===== src/rtl/biss_pkg.sv =====
// BiSS-C master shared definitions: FSM states, CRC6 polynomial, frame limits and the
// position sign-extension helper used when publishing a received frame.
package biss_pkg;

    typedef enum logic [3:0] {
        ST_IDLE,
        ST_ACK,
        ST_START,
        ST_CDS,
        ST_DATA,
        ST_NE,
        ST_NW,
        ST_CRC,
        ST_TOUT,
        ST_DONE
    } biss_state_t;

    // x^6 term is implicit; 0x43 with the top bit dropped
    localparam logic [5:0] CRC6_POLY = 6'h03;
    localparam int         MAX_BITS  = 32;

    // data holds nbits right-aligned bits (nbits in 1..32)
    function automatic logic [31:0] sign_extend(input logic [31:0] data, input logic [5:0] nbits);
        logic [31:0] mask;
        logic [4:0]  top;
        top  = 5'(nbits - 6'd1);
        mask = (nbits >= 6'(MAX_BITS)) ? '1 : ((32'd1 << nbits) - 32'd1);
        return data[top] ? (data | ~mask) : (data & mask);
    endfunction

endpackage


===== src/rtl/biss_crc6.sv =====
// Serial CRC6 (x^6+x+1, seed 0), one bit per enable, MSB of the message first.
module biss_crc6
    import biss_pkg::*;
(
    input  logic       clk_i,
    input  logic       reset_n_i,
    input  logic       clr_i,
    input  logic       en_i,
    input  logic       bit_i,
    output logic [5:0] crc_o
);

    logic fb;

    assign fb = crc_o[5] ^ bit_i;

    always_ff @(posedge clk_i or negedge reset_n_i) begin
        if (!reset_n_i) begin
            crc_o <= '0;
        end else if (clr_i) begin
            crc_o <= '0;
        end else if (en_i) begin
            crc_o <= {crc_o[4:0], 1'b0} ^ (fb ? CRC6_POLY : 6'h00);
        end
    end

endmodule


===== src/rtl/biss_master_ctrl.sv =====
// BiSS-C point-to-point master: drives MA, samples SLO on MA rising edges, checks CRC6
// and publishes a sign-extended position with per-frame status flags.
module biss_master_ctrl
    import biss_pkg::*;
#(
    parameter int SYNC_STAGES  = 2,
    parameter int ACK_TIMEOUT  = 255,
    parameter int BUSY_TIMEOUT = 4095
) (
    input  logic        clk_i,
    input  logic        reset_n_i,
    input  logic        enable_i,
    input  logic        trig_i,
    input  logic [7:0]  BITS,
    input  logic [15:0] CLK_HALF,
    output logic        biss_sck_o,
    input  logic        biss_dat_i,
    output logic [31:0] posn_o,
    output logic        posn_valid_o,
    output logic        busy_o,
    output logic        link_up_o,
    output logic        error_o,
    output logic        crc_err_o,
    output logic        timeout_o
);

    localparam logic [15:0] ACK_LIM  = 16'(ACK_TIMEOUT - 1);
    localparam logic [15:0] BUSY_LIM = 16'(BUSY_TIMEOUT - 1);

    logic [1:0]             rst_pipe;
    logic                   rst_n;
    logic [SYNC_STAGES-1:0] dat_sync;
    logic                   sample;

    biss_state_t state;
    logic [15:0] half_cnt, half_r, ack_cnt, busy_cnt;
    logic [5:0]  bits_r, bit_cnt, crc_rx, crc_calc;
    logic [2:0]  crc_cnt;
    logic [31:0] data_sr;
    logic        ne_r, tout_flag, sck;
    logic        active, rise, crc_en, crc_clr, crc_ok;
    logic [5:0]  bits_eff;
    logic [15:0] half_eff;

    // Reset asserts asynchronously but releases on a clock edge
    always_ff @(posedge clk_i or negedge reset_n_i) begin
        if (!reset_n_i) rst_pipe <= '0;
        else            rst_pipe <= {rst_pipe[0], 1'b1};
    end
    assign rst_n = rst_pipe[1];

    always_ff @(posedge clk_i or negedge rst_n) begin
        if (!rst_n) dat_sync <= '1;
        else        dat_sync <= {dat_sync[SYNC_STAGES-2:0], biss_dat_i};
    end
    assign sample = dat_sync[SYNC_STAGES-1];

    assign bits_eff = (BITS == 8'd0) ? 6'd1 :
                      (BITS > 8'(MAX_BITS)) ? 6'(MAX_BITS) : BITS[5:0];
    assign half_eff = (CLK_HALF < 16'd2) ? 16'd2 : CLK_HALF;

    assign active  = state inside {ST_ACK, ST_START, ST_CDS, ST_DATA, ST_NE, ST_NW, ST_CRC};
    assign rise    = active && (half_cnt == '0) && !sck;
    assign crc_en  = rise && (state inside {ST_DATA, ST_NE, ST_NW});
    assign crc_clr = (state == ST_IDLE) && trig_i && enable_i;
    assign crc_ok  = (crc_calc == ~crc_rx);

    biss_crc6 u_crc (
        .clk_i    (clk_i),
        .reset_n_i(rst_n),
        .clr_i    (crc_clr),
        .en_i     (crc_en),
        .bit_i    (sample),
        .crc_o    (crc_calc)
    );

    assign biss_sck_o = sck;
    assign busy_o     = (state != ST_IDLE);

    always_ff @(posedge clk_i or negedge rst_n) begin
        if (!rst_n) begin
            state        <= ST_IDLE;
            sck          <= 1'b1;
            half_cnt     <= '0;
            half_r       <= 16'd2;
            bits_r       <= 6'd1;
            bit_cnt      <= '0;
            crc_cnt      <= '0;
            ack_cnt      <= '0;
            busy_cnt     <= '0;
            data_sr      <= '0;
            crc_rx       <= '0;
            ne_r         <= 1'b0;
            tout_flag    <= 1'b0;
            posn_o       <= '0;
            posn_valid_o <= 1'b0;
            link_up_o    <= 1'b0;
            error_o      <= 1'b0;
            crc_err_o    <= 1'b0;
            timeout_o    <= 1'b0;
        end else begin
            posn_valid_o <= 1'b0;
            if (active) begin
                if (half_cnt != '0) begin
                    half_cnt <= half_cnt - 16'd1;
                end else begin
                    half_cnt <= half_r - 16'd1;
                    sck      <= ~sck;
                end
            end
            // Abort overrides the MA toggle above so the line parks high at once
            if (!enable_i) begin
                if (state != ST_IDLE) begin
                    state <= ST_IDLE;
                    sck   <= 1'b1;
                end
            end else begin
                case (state)
                    ST_IDLE: if (trig_i) begin
                        state     <= ST_ACK;
                        sck       <= 1'b0;
                        half_cnt  <= half_eff - 16'd1;
                        half_r    <= half_eff;
                        bits_r    <= bits_eff;
                        bit_cnt   <= '0;
                        crc_cnt   <= '0;
                        ack_cnt   <= '0;
                        busy_cnt  <= '0;
                        data_sr   <= '0;
                        crc_rx    <= '0;
                        tout_flag <= 1'b0;
                    end
                    ST_ACK: if (rise) begin
                        ack_cnt <= ack_cnt + 16'd1;
                        if (!sample) state <= ST_START;
                        else if (ack_cnt == ACK_LIM) begin
                            tout_flag <= 1'b1;
                            state     <= ST_TOUT;
                        end
                    end
                    ST_START: if (rise) begin
                        ack_cnt <= ack_cnt + 16'd1;
                        if (sample) state <= ST_CDS;
                        else if (ack_cnt == ACK_LIM) begin
                            tout_flag <= 1'b1;
                            state     <= ST_TOUT;
                        end
                    end
                    ST_CDS: if (rise) state <= ST_DATA;
                    ST_DATA: if (rise) begin
                        data_sr <= {data_sr[30:0], sample};
                        if (bit_cnt == bits_r - 6'd1) state <= ST_NE;
                        else bit_cnt <= bit_cnt + 6'd1;
                    end
                    ST_NE: if (rise) begin
                        ne_r  <= sample;
                        state <= ST_NW;
                    end
                    ST_NW: if (rise) state <= ST_CRC;
                    ST_CRC: if (rise) begin
                        crc_rx <= {crc_rx[4:0], sample};
                        if (crc_cnt == 3'd5) state <= ST_TOUT;
                        else crc_cnt <= crc_cnt + 3'd1;
                    end
                    ST_TOUT: begin
                        if (sample) begin
                            state <= ST_DONE;
                        end else if (busy_cnt == BUSY_LIM) begin
                            state     <= ST_IDLE;
                            timeout_o <= 1'b1;
                            link_up_o <= 1'b0;
                            crc_err_o <= 1'b0;
                        end else begin
                            busy_cnt <= busy_cnt + 16'd1;
                        end
                    end
                    ST_DONE: begin
                        state <= ST_IDLE;
                        if (tout_flag) begin
                            timeout_o <= 1'b1;
                            link_up_o <= 1'b0;
                            crc_err_o <= 1'b0;
                        end else if (crc_ok) begin
                            posn_o       <= sign_extend(data_sr, bits_r);
                            posn_valid_o <= 1'b1;
                            error_o      <= ~ne_r;
                            link_up_o    <= 1'b1;
                            crc_err_o    <= 1'b0;
                            timeout_o    <= 1'b0;
                        end else begin
                            crc_err_o <= 1'b1;
                            link_up_o <= 1'b0;
                            timeout_o <= 1'b0;
                        end
                    end
                    default: state <= ST_IDLE;
                endcase
            end
        end
    end

endmodule


===== config.mk =====
export PLATFORM = sky130hd
export DESIGN_NAME = biss_master_ctrl
export DESIGN_NICKNAME = d
export VERILOG_FILES = /design/src/rtl/biss_pkg.sv /design/src/rtl/biss_crc6.sv /design/src/rtl/biss_master_ctrl.sv
export SDC_FILE = /design/constraint.sdc
export NUM_CORES = 1
export LEC_CHECK = 0
export CORE_MARGIN = 4
export CORE_UTILIZATION = 55
export DETAILED_ROUTE_END_ITERATION = 10
export PLACE_DENSITY_LB_ADDON = 0.08
export SLEW_MARGIN = 25
export SYNTH_ARGS = -nofsm -noshare
export SYNTH_HDL_FRONTEND = slang
export SYNTH_SLANG_ARGS = --single-unit
export TNS_END_PERCENT = 100

===== constraint.sdc =====
create_clock -name clk_i -period 9.81 [get_ports clk_i]
set_input_delay 1.962 -clock clk_i [delete_from_list [all_inputs] [get_ports clk_i]]
set_output_delay 1.962 -clock clk_i [all_outputs]
set_load 0.05 [all_outputs]

==> flow_summary.ini <==
[placed_design]
placed_cell_area_sq_um = 11590
gp_congestion = 0.9314
port_buffers = 67
dp_hpwl_um = 19800

[drt]
route.antenna.remaining_nets = 0
drt_wl_total_um = 28630
via_per_inst = 6.303
drt_iter0_drc = 984
dr.pass1.iters = 5
vias = 9757
wl_per_cell_um = 18.49
drc = 0

[setup_path]
crit_path_end = half_cnt[12]$_DFF_PN0_
cp_cell_sequence = clkdlybuf4s50_1 > or4_1 > or4_1 > or2_2 > o31ai_1 > ha_1 > nand2b_1 > or4_1 > nor4_1 > xor2_1 > o22ai_1 > a31oi_1
critPathMaxStageDelay_ns = 0.62
crit_slowest_cell = or4_1
timing.rr.end = posn_o[27]$_DFFE_PN0P_
crit_type = in -> reg
end_kind = flop
required_ns = 10.16
arrival_ns = 5.83
path_max_fanout = 6
rr_worst_depth = 8
start_kind = primary input
regToRegSetupSlack_ns = 5.49
path_common_cell = or4_1
worstReg2RegStart = bits_r[0]$_DFFE_PN1P_
crit_path_start = CLK_HALF[9]

[clock_tree]
clk_latency_ns = 0.44
htreeDepth = 4
cts_buffers = 17
cts_tree = done
cts.sinks = 171
clock_path_buffers = 2
cts_hold_buf = 0
cts_resized = 0
cts_root_buf = clkbuf_16
cts_setup_buffers = 0
path_clk_slew_ns = 0.08

[yosys]
syn_area_sq_um = 10800
netlist_top_cells_count = nand2_1 (213), dfrtp_1 (166), o21ai_0 (92), clkbuf_1 (67), nor2_1 (61)
async_reset_ff_frac = 1.000
synth-edff-count = 0
yosys_register_bits = 171
yosys_warnings = 0
synth.top_cell.area_share = 0.3845
synth.area.top_cells = dfrtp_1 (38%), nand2_1 (7.4%), o21ai_0 (4.3%)
avgSynthCellArea_sq_um = 8.602
synth-main-ff-cell = dfrtp_1
yosysTopAreaCell = dfrtp_1
syn_inst = 1256
synthMostInstantiatedCell = nand2_1
yosys.cell_types.count = 85
synth_nets = 1300
synth-seq-area-share = 0.3966

[sta]
fmax_ghz = 0.1827
finalHoldViolCount = 0
relSlewSlack = 0.3366
clock_skew_ns = 0.01118
worstMarginPinSlew_ns = 0.9860
fin_crit_ns = 5.473
tns_ns = 0
period_share = 0.5579
finalSetupViolCount = 0
rsz0062_at_grt = false
slew_viol_final = 0

[worst_hold_path]
hp-class = reg -> async

[floorplanning]
rows = 50
ios = 68
die_h_um = 148.2
die-area_sq_um = 21950
dieWidth_um = 148.2
coreArea_sq_um = 19020
start_util = 0.5681

[status]
status = finished clean

[global_routing]
grt_pass1_vias = 8977
antenna_found_initial = 0
grt_max_degree = 73
grt_pass1_wl_um = 47370
grt_usage = 0.2630
grt-ovfl-total = 0

[layout]
final_util = 0.6426
nNetsFinal = 1319
drive_gt1_frac = 0.07453
syn_to_final_growth_pct = 13.11
num_antenna_cells = 0
design_area_sq_um = 12220

[power_and_ir_drop]
p_seq_frac = 0.339
clockPowerShare = 0.261
p_per_area_nw_per_um2 = 224.7
sw_frac_of_total = 0.4325
vdd_ir_drop_max_mv = 0.1693
p_comb_frac = 0.400
switching_power_mw = 1.188
p_int_mw = 1.559
p_leak_nw = 4.827

[job]
drv_cap = 0
[worst min-delay path by stage]
stage,from,depth (start not counted),slack [ns],to
floorplan,rst_pipe[0]$_DFF_PN0_,0,0.33,rst_pipe[1]$_DFF_PN0_
global placement,rst_pipe[1]$_DFF_PN0_,0,0.32,posn_o[6]$_DFFE_PN0P_
detailed placement,rst_pipe[1]$_DFF_PN0_,0,0.32,posn_o[14]$_DFFE_PN0P_
CTS,rst_pipe[1]$_DFF_PN0_,0,0.33,posn_o[14]$_DFFE_PN0P_
global route,rst_pipe[1]$_DFF_PN0_,0,0.36,posn_o[14]$_DFFE_PN0P_
finish,rst_pipe[1]$_DFF_PN0_,0,0.31,posn_o[14]$_DFFE_PN0P_
[area by class of cell]
type | count | area [sq um]
fillers | 1651 | 6798
clock buffers | 18 | 439.2
inverters | 28 | 105.1
flip-flops and latches | 171 | 4289
repair buffers | 80 | 768.2
clock inverters | 14 | 191.4
multi-input cells | 977 | 6102
well taps | 260 | 325.3
[metal layers]
layer | vias to the layer above | global-route usage | wire length [um]
met4 | 0 | 0.1025 | 1003
met1 | 4666 | 0.3638 | 12520
li1 | 4669 | - | -
met3 | 61 | 0.04357 | 1742
met2 | 361 | 0.4170 | 13360
met5 | - | 0 | 0
[cell usage in the layout (no fill, tap or decap), types with 12 or more instances in the layout]
cell and instances:
a31oi_1 20, o21ai_1 20, nor2_1 59, o31ai_1 26, a21oi_1 46, nand2b_1 19, o211ai_1 20, and3_1 19
xor2_1 20, dfrtp_1 165, buf_4 13, inv_1 26, nand2_1 212, clkbuf_16 17, nand4_1 15, nand3_1 45
nor4_1 23, clkdlybuf4s50_1 67, nor3_1 47, o21ai_0 91, or4_1 17, ha_1 15, xnor2_1 25, mux2_2 12
or3_1 23, mux2i_1 27
[flip-flops by register name, indices dropped and copies added, names as in the netlist, 2 cells and up]
signal	flops
bit_cnt	6
rst_pipe	2
dat_sync	2
ack_cnt	16
half_cnt	16
state	4
data_sr	32
busy_cnt	16
crc_rx	6
crc_cnt	3
bits_r	6
half_r	16
u_crc.crc_o	6
posn_o	32
[per-stage QoR]
| step | hold WS, ns | power [mW] | worst slack, ns | instances |
|---|---|---|---|---|
| finish | 0.3060 | 2.746 | 4.337 | 1548 |
| global route | 0.3594 | 2.900 | 4.076 | 1548 |
| CTS | 0.3315 | 2.737 | 4.367 | 1548 |
| detailed placement | 0.3206 | 2.014 | 3.918 | 1516 |
| global placement | 0.3181 | 2.003 | 3.979 | 1516 |
| floorplan | 0.3312 | 1.717 | 4.701 | 1256 |
[cell families (layout without fill, tap and decap cells)]
family,count (synthesis),in the layout,synth area share
fa+ha+maj,15,15,0.01737
flops,171,171,0.3966
compound gates,325,325,0.1997
buf+inv,108,140,0.04042
simple gates,537,537,0.2486
mux,52,52,0.05628
other cells,1,1,0.0003471
xor+xnor,47,47,0.04065
[power groups by stage]
stage / clock network [mW] / logic, mW / registers (mW)
2_1_floorplan: 0 / 0.812 / 0.906
3_3_place_gp: 0 / 1.06 / 0.939
6_report: 0.718 / 1.10 / 0.931
3_5_place_dp: 0 / 1.08 / 0.937
4_1_cts: 0.729 / 1.08 / 0.925
5_1_grt: 0.759 / 1.19 / 0.947
[worst max-delay path, delay by kind of cell]
family / cells / cell delay (ns)
adder cells (fa/ha/maj): 1 / 0.22
XOR/XNOR: 1 / 0.17
buffers and inverters: 1 / 0.51
AO/OA/AOI/OAI: 3 / 0.53
AND/OR/NAND/NOR: 6 / 2.45
Note: power is estimated with default switching activity, not from simulation.
